### src/rtl/condicionador_entradas.sv
// condicionador_entradas: synchronizes and debounces the four game keys and the jogar button,
// producing a held one-hot key pattern plus single-cycle press pulses.
module condicionador_entradas #(
  parameter int DEBOUNCE_CICLOS = 50000,
  parameter int CONT_W          = 16
) (
  input  logic       clock,
  input  logic       reset,
  input  logic [3:0] chaves_brutas,
  input  logic       jogar_bruto,
  output logic [3:0] chaves,
  output logic       jogada_pulso,
  output logic       jogar_pulso,
  output logic       multiplas,
  output logic [2:0] db_estado_cond
);
  typedef enum logic [2:0] {
    OCIOSO    = 3'd0,
    FILTRANDO = 3'd1,
    VALIDO    = 3'd2,
    LIBERANDO = 3'd3,
    MULTIPLA  = 3'd4
  } estado_t;
  localparam logic [CONT_W-1:0] LIMITE = CONT_W'(DEBOUNCE_CICLOS - 1);
  logic [3:0]        meta_q, sinc_q;
  logic              jogar_meta_q, jogar_sinc_q;
  estado_t           estado_q;
  logic [3:0]        cand_q, chaves_q;
  logic [CONT_W-1:0] cnt_q, jogar_cnt_q;
  logic              jogada_q, mult_q;
  logic              estavel_q, estavel_ant_q, jogar_pulso_q;
  logic              um_quente;
  assign um_quente = (cand_q != 4'd0) && ((cand_q & (cand_q - 4'd1)) == 4'd0);
  always_ff @(posedge clock or negedge reset)
    if (!reset) begin
      meta_q       <= 4'd0;
      sinc_q       <= 4'd0;
      jogar_meta_q <= 1'b0;
      jogar_sinc_q <= 1'b0;
    end else begin
      meta_q       <= chaves_brutas;
      sinc_q       <= meta_q;
      jogar_meta_q <= jogar_bruto;
      jogar_sinc_q <= jogar_meta_q;
    end
  // Any departure from the accepted pattern forces a full clean release before the next jogada.
  always_ff @(posedge clock or negedge reset)
    if (!reset) begin
      estado_q <= OCIOSO;
      cand_q   <= 4'd0;
      cnt_q    <= '0;
      chaves_q <= 4'd0;
      jogada_q <= 1'b0;
      mult_q   <= 1'b0;
    end else begin
      jogada_q <= 1'b0;
      case (estado_q)
        OCIOSO:
          if (sinc_q != 4'd0) begin
            cand_q   <= sinc_q;
            cnt_q    <= '0;
            estado_q <= FILTRANDO;
          end
        FILTRANDO:
          if (sinc_q == cand_q) begin
            if (cnt_q == LIMITE) begin
              if (um_quente) begin
                estado_q <= VALIDO;
                chaves_q <= cand_q;
                jogada_q <= 1'b1;
              end else begin
                estado_q <= MULTIPLA;
                mult_q   <= 1'b1;
              end
            end else cnt_q <= cnt_q + 1'b1;
          end else if (sinc_q == 4'd0) estado_q <= OCIOSO;
          else begin
            cand_q <= sinc_q;
            cnt_q  <= '0;
          end
        VALIDO:
          if (sinc_q != cand_q) begin
            cnt_q    <= '0;
            estado_q <= LIBERANDO;
          end
        LIBERANDO:
          if (sinc_q != 4'd0) cnt_q <= '0;
          else if (cnt_q == LIMITE) begin
            estado_q <= OCIOSO;
            chaves_q <= 4'd0;
          end else cnt_q <= cnt_q + 1'b1;
        MULTIPLA:
          if (sinc_q == 4'd0) begin
            cnt_q    <= '0;
            mult_q   <= 1'b0;
            estado_q <= LIBERANDO;
          end
        default: begin
          estado_q <= OCIOSO;
          cand_q   <= 4'd0;
          chaves_q <= 4'd0;
          mult_q   <= 1'b0;
        end
      endcase
    end
  // The pulse is taken one cycle after the stable level rises so it lines up with jogada_pulso.
  always_ff @(posedge clock or negedge reset)
    if (!reset) begin
      jogar_cnt_q   <= '0;
      estavel_q     <= 1'b0;
      estavel_ant_q <= 1'b0;
      jogar_pulso_q <= 1'b0;
    end else begin
      estavel_ant_q <= estavel_q;
      jogar_pulso_q <= estavel_q & ~estavel_ant_q;
      if (jogar_sinc_q != estavel_q) begin
        if (jogar_cnt_q == LIMITE) begin
          estavel_q   <= ~estavel_q;
          jogar_cnt_q <= '0;
        end else jogar_cnt_q <= jogar_cnt_q + 1'b1;
      end else jogar_cnt_q <= '0;
    end
  assign chaves         = chaves_q;
  assign jogada_pulso   = jogada_q;
  assign jogar_pulso    = jogar_pulso_q;
  assign multiplas      = mult_q;
  assign db_estado_cond = estado_q;
endmodule

### config.mk
export PLATFORM = sky130hd
export DESIGN_NAME = condicionador_entradas
export DESIGN_NICKNAME = d
export VERILOG_FILES = /design/src/rtl/condicionador_entradas.sv
export SDC_FILE = /design/constraint.sdc
export NUM_CORES = 1
export LEC_CHECK = 0
export BUFFER_PORTS_ARGS = -buffer_cell sky130_fd_sc_hd__clkbuf_2
export CORE_MARGIN = 2
export CORE_UTILIZATION = 54
export CTS_CLUSTER_DIAMETER = 50
export DETAILED_ROUTE_END_ITERATION = 8
export PLACE_DENSITY = 0.73
export SLEW_MARGIN = 20
export SYNTH_ARGS = -nofsm -noshare
export SYNTH_HDL_FRONTEND = slang
export SYNTH_SLANG_ARGS = --single-unit
### constraint.sdc
create_clock -name clock -period 1.8 [get_ports clock]
set_input_delay 0.18 -clock clock [delete_from_list [all_inputs] [get_ports clock]]
set_output_delay 0.18 -clock clock [all_outputs]
set_load 0.1 [all_outputs]
Word level (Yosys, flattened, before mapping). Index checks and enable logic that the tools add are counted.

Word-level logic and storage cells: 102. Output and inout port bits: 10. Bits in registers: 58. Input bits: 7.

Add/subtract/negate cells: 3. Reduce and logical (&&, ||, !) cells: 16. Multiplexer cells: 39. Equal/unequal tests: 23. Bitwise logic cells: 7.

Operator list (count): $mux 16 (9); $pmux 16 s5 (1); $add 16x1->16 const B (2); $eq 16x16->1 const B (2); $mux 4 (8); $mux 3 (9); $pmux 4 s3 (2); $ne 2x2->1 const B (11); $pmux 3 s5 (1); $reduce_and 5->1 (2); $ne 3x3->1 const B (3); $reduce_or 3->1 (3); $logic_not 4->1 (2); $mux 1 (8); $reduce_bool 4->1 (2); $reduce_and 7->1 (1); $eq 3x2->1 const B (2); $reduce_and 6->1 (1); $not 1->1 (5); $reduce_bool 5->1 (1); $and 4x4->4 (1); $eq 4x4->1 (1); $ne 4x4->1 (1); $reduce_and 4->1 (1); other kinds (9) (9).

Longest topological paths before layout. Gate-level depths: netlist of run 1.

Depth after elaboration: 8. Gate-level depth with buffers: 9. Mapped depth without buffers: 6.

Worst setup path after synthesis of run 1. No wires, ideal clock.

Path type: reg2reg. Start point: register estado_q[2] (netlist: db_estado_cond[2]). End point: register cnt_q[11]. Required time: 1727 ps. Cell stages (with the launch flop): 7. Library setup time: 73 ps. Arrival time: 2485 ps. Path buffers: 1. Clock period less this slack: 2558 ps. Slack: -758 ps. Path through: dfrtp_1 or3b_1 mux2i_1 a211oi_2 buf_6 or4_4 a21oi_2.

Word-level cells in the longest chain between the ends: 3. Elaborated cells between the ends (all ways): 12. Those cells by class: eq/ne (8); mux (1); reduce/logical (3).

Ends and longest elaborated chain: from (decl) (RTL line 27) `estado_t estado_q;`; from (signal assigned) (RTL line 49) `estado_q <= OCIOSO;`; from (signal assigned) (RTL line 62) `estado_q <= FILTRANDO;`; from (signal assigned) (RTL line 68) `estado_q <= VALIDO;`; $eq 3x1->1, or another cell as far along (RTL line 57) `case (estado_q)`; $ne 3x3->1 (no line), or another cell as far along; $reduce_and 5->1 (no line); to (signal assigned) (RTL line 75) `end else cnt_q <= cnt_q + 1'b1;`; to (signal assigned) (RTL line 91) `end else cnt_q <= cnt_q + 1'b1;`; to (decl) (RTL line 29) `logic [CONT_W-1:0] cnt_q, jogar_cnt_q;`.

Parallel ways exist; a longest one is shown, timed or not. A chain may end at the register's enable or synchronous reset.

Worst setup path after layout of run 1.
Start point: register sinc_q[0]. End point: register cnt_q[10].

Word-level cells in the longest chain between the ends: 3. Elaborated cells between the ends (all ways): 12. Those cells by class: eq/ne (6); mux (3); reduce/logical (3).

Ends and longest elaborated chain: from (decl) (RTL line 25) `logic [3:0] meta_q, sinc_q;`; from (signal assigned) (RTL line 42) `sinc_q <= meta_q;`; $eq 4x4->1, or another cell as far along (RTL line 65) `if (sinc_q == cand_q) begin`; $ne 3x3->1 (no line), or another cell as far along; $reduce_and 5->1 (no line) / $pmux 16 s5 (equally long branches).

Parallel ways exist; a longest one is shown, timed or not.

==> results of run 1 <==
worst max-delay path, cell delays in order (launching register included):
cell                       delay [ps]
sky130_fd_sc_hd__dfrtp_2          450
sky130_fd_sc_hd__nor4_4           410
sky130_fd_sc_hd__mux2i_2          300
sky130_fd_sc_hd__a211oi_2          90
sky130_fd_sc_hd__buf_12           170
sky130_fd_sc_hd__or4_1            430
sky130_fd_sc_hd__a21oi_2          170
path summary, 6_finish.rpt:
check,startpoint,to,slack (ps),cells past startpoint
max,sinc_q[0],cnt_q[10],-290,6
min,meta_q[0],sinc_q[0],350,0
max reg2reg,sinc_q[0],cnt_q[10],-290,6
min reg2reg,meta_q[0],sinc_q[0],350,0
max in group asynchronous,reset,sinc_q[0],740,3
min in group asynchronous,reset,cnt_q[5],430,2
area by class of cell:
| cell class | instances | share of cell area |
|---|---|---|
| repair buffers | 90 | 0.171 |
| clock inverters | 6 | 0.0108 |
| flip-flops and latches | 58 | 0.362 |
| well taps | 72 | 0.0222 |
| clock buffers | 10 | 0.0315 |
| multi-input cells | 209 | 0.394 |
| inverters | 9 | 0.00833 |
metal layers:
layer | part of all wire | up-vias | GRT usage
met5 | 0 | - | 0
met4 | 0.027 | 0 | 0.0912
met3 | 0.037 | 22 | 0.0575
met2 | 0.50 | 62 | 0.391
met1 | 0.43 | 1298 | 0.324
li1 | - | 1237 | -
cells by family (layout without fill, tap and decap cells):
| family | count (synthesis) | count (layout) | synth area share |
|---|---|---|---|
| AOI/OAI and AO/OA | 56 | 56 | 0.134 |
| xor gates and xnor gates | 21 | 21 | 0.0670 |
| adders and majority gates | 2 | 2 | 0.00842 |
| buffers and inverters | 25 | 115 | 0.0409 |
| DFF | 58 | 58 | 0.489 |
| muxes | 6 | 6 | 0.0206 |
| and+or+nand+nor | 124 | 124 | 0.241 |
layout by cell type, fill, tap and decap left out, types with 3 or more instances in the layout:
cell type	count
sky130_fd_sc_hd__dfrtp_4	3
sky130_fd_sc_hd__and3_1	6
sky130_fd_sc_hd__or2_2	4
sky130_fd_sc_hd__buf_4	61
sky130_fd_sc_hd__clkbuf_8	9
sky130_fd_sc_hd__a32o_1	4
sky130_fd_sc_hd__a21oi_2	12
sky130_fd_sc_hd__or4_1	7
sky130_fd_sc_hd__clkbuf_2	16
sky130_fd_sc_hd__nor3_1	6
sky130_fd_sc_hd__a21oi_1	5
sky130_fd_sc_hd__buf_6	5
sky130_fd_sc_hd__dlygate4sd3_1	6
sky130_fd_sc_hd__nand2b_1	3
sky130_fd_sc_hd__clkinvlp_4	4
sky130_fd_sc_hd__nor2b_1	3
sky130_fd_sc_hd__inv_1	9
sky130_fd_sc_hd__or3_4	3
sky130_fd_sc_hd__xnor2_1	7
sky130_fd_sc_hd__dfrtp_1	52
sky130_fd_sc_hd__mux2i_1	3
sky130_fd_sc_hd__xor2_1	10
sky130_fd_sc_hd__o31ai_1	11
sky130_fd_sc_hd__nand4_1	5
sky130_fd_sc_hd__dfrtp_2	3
sky130_fd_sc_hd__nand3_1	13
sky130_fd_sc_hd__or4_4	5
sky130_fd_sc_hd__nand2_1	22
sky130_fd_sc_hd__nor2_1	22
sky130_fd_sc_hd__o21ai_0	4
sky130_fd_sc_hd__xnor2_2	4
repair_timing:
item / in CTS / in global routing
hold buffers: 6 / 0
pin swaps: 5 / 14
endpoints found under the hold margin: 29 / 0
resized for setup: 27 / 23
buffers inserted: 1 / 5
setup endpoints to repair: 28 / 28
cloned: 0 / 0
state kept, by name, indices dropped and copies added, names as in the netlist, 3 cells and up:
register        count
cand_q              4
chaves              4
cnt_q              16
db_estado_cond      3
jogar_cnt_q        16
meta_q              4
sinc_q              4
per-stage QoR:
stage	instances	util
final	454	0.750
after global routing	454	0.750
after CTS	450	0.726
after detailed placement	427	0.662
after global placement	427	0.662
after floorplan	292	-
power breakdown:
part	switching (uW)	total (uW)	leakage (uW)	internal, uW
sequential	90.3	1490	0.000764	1400
clock	561	1060	0.0000745	498
combinational	951	1750	0.000896	797
total	1600	4300	0.00174	2700
==> metrics.txt, run 1 <==
# TYPE chip_impl_metric gauge
chip_impl_metric{name="pin_count_of_the_biggest_net_entering_global_routing",unit=""} 35
chip_impl_info{name="synth_largest_area_cell",value="sky130_fd_sc_hd__dfrtp_1"} 1
chip_impl_info{name="endpoint_kind",value="flip-flop"} 1
chip_impl_metric{name="dieHeight",unit="um"} 78.2
chip_impl_metric{name="wl_per_cell",unit="um"} 16.0
chip_impl_metric{name="report.final.setup_viol",unit=""} 25
chip_impl_metric{name="die_area",unit="um2"} 6110
chip_impl_metric{name="timing.final.max_slew_violations",unit=""} 0
chip_impl_info{name="failed_checks",value="setup timing"} 1
chip_impl_metric{name="num-nets-final",unit=""} 386
chip_impl_info{name="post_synth_most_frequent_cells",value="sky130_fd_sc_hd__dfrtp_1 (58), sky130_fd_sc_hd__nor2_1 (23), sky130_fd_sc_hd__nand2_1 (22), sky130_fd_sc_hd__nand3_1 (14), sky130_fd_sc_hd__a21oi_1 (13)"} 1
chip_impl_info{name="hold_wc_path_type",value="reg2reg"} 1
chip_impl_metric{name="ioPinCount",unit=""} 17
chip_impl_metric{name="timing.setup.tns",unit="ps"} -4230
chip_impl_metric{name="ys_seq_elements",unit=""} 58
chip_impl_metric{name="postSynth.asyncResetShare",unit=""} 1.00
chip_impl_metric{name="detailed_route_wl",unit="um"} 7280
chip_impl_metric{name="yosys.cell_types.count",unit=""} 51
chip_impl_metric{name="filler_cell_count",unit=""} 377
chip_impl_info{name="criticalPathCategory",value="reg2reg"} 1
chip_impl_info{name="ctsRootBufferMaster",value="sky130_fd_sc_hd__clkbuf_8"} 1
chip_impl_metric{name="multi_input_comb_area",unit="um2"} 1600
chip_impl_metric{name="first_pass_iters",unit=""} 4
chip_impl_info{name="synthMostInstantiatedCell",value="sky130_fd_sc_hd__dfrtp_1"} 1
chip_impl_metric{name="grt_antenna_before_repair",unit=""} 0
chip_impl_metric{name="synth.top_cell.area_share",unit=""} 0.489
chip_impl_metric{name="drive_gt1_frac",unit=""} 0.421
chip_impl_metric{name="std_cell_rows",unit=""} 27
chip_impl_metric{name="seqCellArea",unit="um2"} 1470
chip_impl_metric{name="dpl_cell_area",unit="um2"} 3580
chip_impl_metric{name="starting_drt_drc_count",unit=""} 216
chip_impl_metric{name="grt_pass1_wl",unit="um"} 11700
chip_impl_metric{name="viasPerCell",unit=""} 5.77
chip_impl_metric{name="die_width",unit="um"} 78.2
chip_impl_info{name="tritoncts",value="done"} 1
chip_impl_metric{name="power.static_leakage",unit="uW"} 0.00174
chip_impl_metric{name="drt.antenna.violating_nets",unit=""} 0
chip_impl_metric{name="total_power",unit="uW"} 4300
chip_impl_metric{name="dp_hpwl",unit="um"} 4500
chip_impl_metric{name="first_global_vias",unit=""} 2561
chip_impl_metric{name="antennaDiodeCount",unit=""} 0
chip_impl_metric{name="vdd.ir_drop.worst",unit="mV"} 0.841
chip_impl_info{name="synth.area.top_cells",value="sky130_fd_sc_hd__dfrtp_1 (49%), sky130_fd_sc_hd__o31ai_1 (3.0%), sky130_fd_sc_hd__xor2_1 (2.9%), sky130_fd_sc_hd__nor2_1 (2.9%), sky130_fd_sc_hd__nand2_1 (2.8%)"} 1
chip_impl_metric{name="place_worst_setup_slack",unit="ps"} -289
chip_impl_metric{name="cts.sinks",unit=""} 58
chip_impl_metric{name="fmax",unit="MHz"} 480
chip_impl_metric{name="cp.required",unit="ps"} 2060
chip_impl_metric{name="cts-buffers-inserted",unit=""} 9
chip_impl_metric{name="timing.final.crit_share",unit=""} 1.16
chip_impl_metric{name="worst_pin_slew",unit="ps"} 731
chip_impl_info{name="yosys_most_used_dff",value="sky130_fd_sc_hd__dfrtp_1"} 1
chip_impl_metric{name="core_area",unit="um2"} 5410
chip_impl_metric{name="critPathMaxFanout",unit=""} 25
chip_impl_metric{name="cts_htree_levels",unit=""} 3
chip_impl_metric{name="synth_sequential_area_ratio",unit=""} 0.489
chip_impl_metric{name="synthCells",unit=""} 292
chip_impl_info{name="rsz0062_at_grt",value="true"} 1
chip_impl_metric{name="final_area",unit="um2"} 4060
chip_impl_metric{name="cts.path.max_buffers",unit=""} 2
chip_impl_metric{name="vias_after_detailed_routing",unit=""} 2619
chip_impl_metric{name="hold_slack",unit="ps"} 349
chip_impl_metric{name="numPortBuffers",unit=""} 16
chip_impl_metric{name="worst_skew_pair.late_latency",unit="ps"} 340
chip_impl_metric{name="synth-edff-count",unit=""} 0
chip_impl_info{name="outcome",value="finished, violations left"} 1
chip_impl_metric{name="critPathArrivalTime",unit="ps"} 2350
chip_impl_metric{name="finalHoldViolCount",unit=""} 0
chip_impl_info{name="timing.critical_path.from_type",value="flip-flop"} 1
chip_impl_metric{name="grt_util_all_layers",unit=""} 0.244
chip_impl_metric{name="mappedNetlistNets",unit=""} 301
chip_impl_metric{name="max_slew_margin",unit=""} 0.512
chip_impl_metric{name="cts.reportedPaths.clkPinSlew",unit="ps"} 70
chip_impl_metric{name="timing.clock.skew",unit="ps"} 8.62
chip_impl_metric{name="place_congestion",unit=""} 0.852
chip_impl_metric{name="initial_core_util",unit=""} 0.550
chip_impl_metric{name="syn_area",unit="um2"} 2970
chip_impl_metric{name="cap_violations",unit=""} 0
chip_impl_metric{name="post_synth.cell_area_avg",unit="um2"} 10.2
chip_impl_metric{name="final_critical_path_setup_slack",unit="ps"} -285
chip_impl_metric{name="pwr_density_cell",unit="nW/um2"} 1060
chip_impl_metric{name="period_minus_slack",unit="ps"} 2090
chip_impl_metric{name="grt_remaining_overflow",unit=""} 0
chip_impl_metric{name="yosys_warnings",unit=""} 0
chip_impl_metric{name="detail_route.drc_violations",unit=""} 0
chip_impl_metric{name="area.growth.synth_to_final",unit="%"} 36.5
(Power assumes the default switching activity.)
==> inputs of run 2 (changes only) <==
CELL_PAD_IN_SITES_DETAIL_PLACEMENT = 1   (was unset)
CELL_PAD_IN_SITES_GLOBAL_PLACEMENT = 1   (was unset)
CORE_UTILIZATION = 43   (was 54)
==> run 2 against run 1 <==
- the run still ends with setup timing left
- wire length grew 51%
- final cell count up 4.2%
- non-clock buffer count rose by 12
- clock power up 31%
==> metrics.txt, run 2 (synthesis gave the netlist of run 1 again) <==
# TYPE chip_impl_metric gauge
chip_impl_info{name="ctsRootBufferMaster",value="sky130_fd_sc_hd__clkbuf_8"} 1
chip_impl_metric{name="critPathArrivalTime",unit="ps"} 2440
chip_impl_metric{name="num-nets-final",unit=""} 398
chip_impl_metric{name="report.final.setup_viol",unit=""} 28
chip_impl_metric{name="cp.required",unit="ps"} 2090
chip_impl_info{name="crit_family",value="simple AND/OR/NAND/NOR gates"} 1
chip_impl_metric{name="grt_util_all_layers",unit=""} 0.287
chip_impl_info{name="most_common_cell_after_layout_fill_and_taps_aside",value="sky130_fd_sc_hd__buf_4"} 1
chip_impl_metric{name="detail_route.drc_violations",unit=""} 0
chip_impl_info{name="outcome",value="finished, violations left"} 1
chip_impl_metric{name="vdd.ir_drop.worst",unit="mV"} 0.721
chip_impl_metric{name="numPortBuffers",unit=""} 16
chip_impl_metric{name="power_switching",unit="uW"} 1920
chip_impl_metric{name="power.static_leakage",unit="uW"} 0.00186
chip_impl_metric{name="cts.path.max_buffers",unit=""} 2
chip_impl_metric{name="dieHeight",unit="um"} 87.1
chip_impl_metric{name="area.growth.synth_to_final",unit="%"} 46.9
chip_impl_metric{name="finalHoldViolCount",unit=""} 0
chip_impl_metric{name="timing.clock.skew",unit="ps"} 24.8
chip_impl_metric{name="first_global_vias",unit=""} 3101
chip_impl_metric{name="first_pass_iters",unit=""} 4
chip_impl_info{name="hold_wc_path_type",value="in2async"} 1
chip_impl_info{name="worst_r2r_endpoint",value="cnt_q[8]"} 1
chip_impl_metric{name="grt_antenna_before_repair",unit=""} 0
chip_impl_metric{name="grt_remaining_overflow",unit=""} 0
chip_impl_metric{name="power_frac_seq",unit=""} 0.297
chip_impl_info{name="tritoncts",value="done"} 1
chip_impl_info{name="endpoint_kind",value="flip-flop"} 1
chip_impl_metric{name="pin_count_of_the_biggest_net_entering_global_routing",unit=""} 39
chip_impl_info{name="timing.rr.start",value="sinc_q[1]"} 1
chip_impl_metric{name="worst_pin_slew",unit="ps"} 619
chip_impl_metric{name="clockPowerShare",unit=""} 0.272
chip_impl_metric{name="place_worst_setup_slack",unit="ps"} -381
chip_impl_metric{name="vias_after_detailed_routing",unit=""} 2782
chip_impl_metric{name="period_minus_slack",unit="ps"} 2150
chip_impl_info{name="rsz0062_at_grt",value="true"} 1
chip_impl_metric{name="cts_htree_levels",unit=""} 3
chip_impl_metric{name="viasPerCell",unit=""} 5.88
chip_impl_metric{name="finish.cell_count_without_fillers",unit=""} 473
chip_impl_info{name="criticalPathCategory",value="reg2reg"} 1
chip_impl_info{name="worstPathCellList",value="nor4_4 > mux2i_2 > a211oi_2 > buf_12 > or4_4 > a21oi_2"} 1
chip_impl_metric{name="r2r_setup_slack",unit="ps"} -350
chip_impl_metric{name="detailed_route_wl",unit="um"} 11000
chip_impl_metric{name="ioPinCount",unit=""} 17
chip_impl_metric{name="core_area",unit="um2"} 6760
chip_impl_info{name="reg.largest.list",value="cnt_q x16, jogar_cnt_q x16"} 1
chip_impl_metric{name="gate_power_share",unit=""} 0.431
chip_impl_metric{name="cts-buffers-inserted",unit=""} 9
chip_impl_info{name="failed_checks",value="setup timing"} 1
chip_impl_metric{name="max_slew_margin",unit=""} 0.588
chip_impl_metric{name="cts.sinks",unit=""} 58
chip_impl_metric{name="die_area",unit="um2"} 7590
chip_impl_metric{name="placedCellCount",unit=""} 438
chip_impl_metric{name="power_report.internal_total",unit="uW"} 3180
chip_impl_info{name="timing.critical_path.from_type",value="flip-flop"} 1
chip_impl_metric{name="dp_hpwl",unit="um"} 5520
chip_impl_metric{name="die_width",unit="um"} 87.1
chip_impl_metric{name="starting_drt_drc_count",unit=""} 150
chip_impl_metric{name="timing.critical_path.buf_inv",unit=""} 1
chip_impl_metric{name="drt.antenna.violating_nets",unit=""} 0
chip_impl_metric{name="filler_cell_count",unit=""} 707
chip_impl_info{name="cp_slowest_cell",value="sky130_fd_sc_hd__or4_4"} 1
chip_impl_info{name="layout.cells.most_common_list",value="sky130_fd_sc_hd__buf_4 (65), sky130_fd_sc_hd__dfrtp_1 (52), sky130_fd_sc_hd__nand2_1 (21)"} 1
chip_impl_metric{name="worstRegToRegCells",unit=""} 6
chip_impl_metric{name="timing.final.max_slew_violations",unit=""} 0
chip_impl_metric{name="place_congestion",unit=""} 0.795
chip_impl_metric{name="critPathMaxStageDelay",unit="ps"} 500
chip_impl_metric{name="pwr_density_cell",unit="nW/um2"} 1170
chip_impl_metric{name="cap_violations",unit=""} 0
chip_impl_metric{name="fmax",unit="MHz"} 465
chip_impl_metric{name="initial_core_util",unit=""} 0.440
chip_impl_metric{name="timing.final.crit_share",unit=""} 1.20
chip_impl_metric{name="switching_share",unit=""} 0.377
chip_impl_metric{name="final_critical_path_setup_slack",unit="ps"} -351
chip_impl_metric{name="worst_skew_pair.late_latency",unit="ps"} 360
chip_impl_metric{name="critPathMaxFanout",unit=""} 25
chip_impl_metric{name="cts.reportedPaths.clkPinSlew",unit="ps"} 90
chip_impl_metric{name="drive_gt1_frac",unit=""} 0.471
chip_impl_metric{name="wl_per_cell",unit="um"} 23.2
chip_impl_metric{name="final_core_util",unit=""} 0.646
chip_impl_metric{name="antennaDiodeCount",unit=""} 0
chip_impl_metric{name="grt_pass1_wl",unit="um"} 16100
chip_impl_metric{name="std_cell_rows",unit=""} 30
[run 2: changes by cell type in the layout (fill, tap and decap cells not counted), moves of 2 or more]
cell | before | now
sky130_fd_sc_hd__buf_6 | 5 | 10
sky130_fd_sc_hd__nor2_4 | 0 | 2
sky130_fd_sc_hd__bufinv_16 | 0 | 2
sky130_fd_sc_hd__clkinvlp_4 | 4 | 2
sky130_fd_sc_hd__nor2_1 | 22 | 20
sky130_fd_sc_hd__buf_12 | 2 | 4
sky130_fd_sc_hd__a21oi_2 | 12 | 16
sky130_fd_sc_hd__a21oi_1 | 5 | 1
sky130_fd_sc_hd__mux2i_4 | 0 | 2
sky130_fd_sc_hd__buf_4 | 61 | 65
[run 2: area by class of cell]
class | instances | area, um2 | share of cell area
clock buffer | 10 | 128 | 0.0292
sequential | 58 | 1470 | 0.336
multi-input combinational | 209 | 1710 | 0.391
inverter | 9 | 33.8 | 0.00774
tap | 80 | 100 | 0.0229
timing repair buffer | 102 | 848 | 0.194
clock inverter | 5 | 80.1 | 0.0183
[run 2: worst max-delay path by stage]
stage                      start   endpoint  slack (ps)  depth (start not counted)
4_1_cts                sinc_q[2]   cnt_q[8]        -320                          6
5_1_grt                sinc_q[1]   cnt_q[8]        -430                          6
2_1_floorplan  db_estado_cond[0]  cnt_q[11]        -320                          6
6_report               sinc_q[1]   cnt_q[8]        -350                          6
3_5_place_dp           sinc_q[0]   cnt_q[8]        -380                          6
3_3_place_gp           sinc_q[0]  cnt_q[15]        -260                          6
[run 2: worst register-to-register path, cell delays in order (launching register included)]
cell and delay [ps]:
sky130_fd_sc_hd__dfrtp_2 460, sky130_fd_sc_hd__nor4_4 400, sky130_fd_sc_hd__mux2i_2 300, sky130_fd_sc_hd__a211oi_2 90
sky130_fd_sc_hd__buf_12 170, sky130_fd_sc_hd__or4_4 500, sky130_fd_sc_hd__a21oi_2 150
[run 2: repair_timing]
action,in CTS,in global routing
buffers inserted,11,6
resized for setup,47,31
setup endpoints to repair,29,29
cloned,1,0
hold endpoints to repair,25,0
hold buffers,6,0
pin swaps,14,13
[run 2: through the flow]
stage | setup TNS (ps) | hold WS (ps) | instance area [um2] | power, uW
finish | -6470 | 354 | 4360 | 5100
global route | -9070 | 360 | 4360 | 5300
CTS | -5040 | 354 | 4180 | 4660
detailed placement | -7350 | 211 | 3620 | 3100
global placement | -5020 | 204 | 3620 | 3030
floorplan | -3840 | -116 | 3010 | 2440
[run 2: layer usage]
layer | global-route usage | wire length, um
met1 | 0.316 | 4190
met2 | 0.500 | 5860
met3 | 0.0749 | 336
met4 | 0.159 | 565
met5 | 0 | 0
[run 2: power groups by stage]
stage               Combinational (uW)  Clock [uW]  Sequential [uW]
detailed placement                1580           0             1520
global placement                  1520           0             1510
global route                      2310        1470             1520
CTS                               1820        1340             1490
floorplan                          819           0             1620
finish                            2200        1390             1510
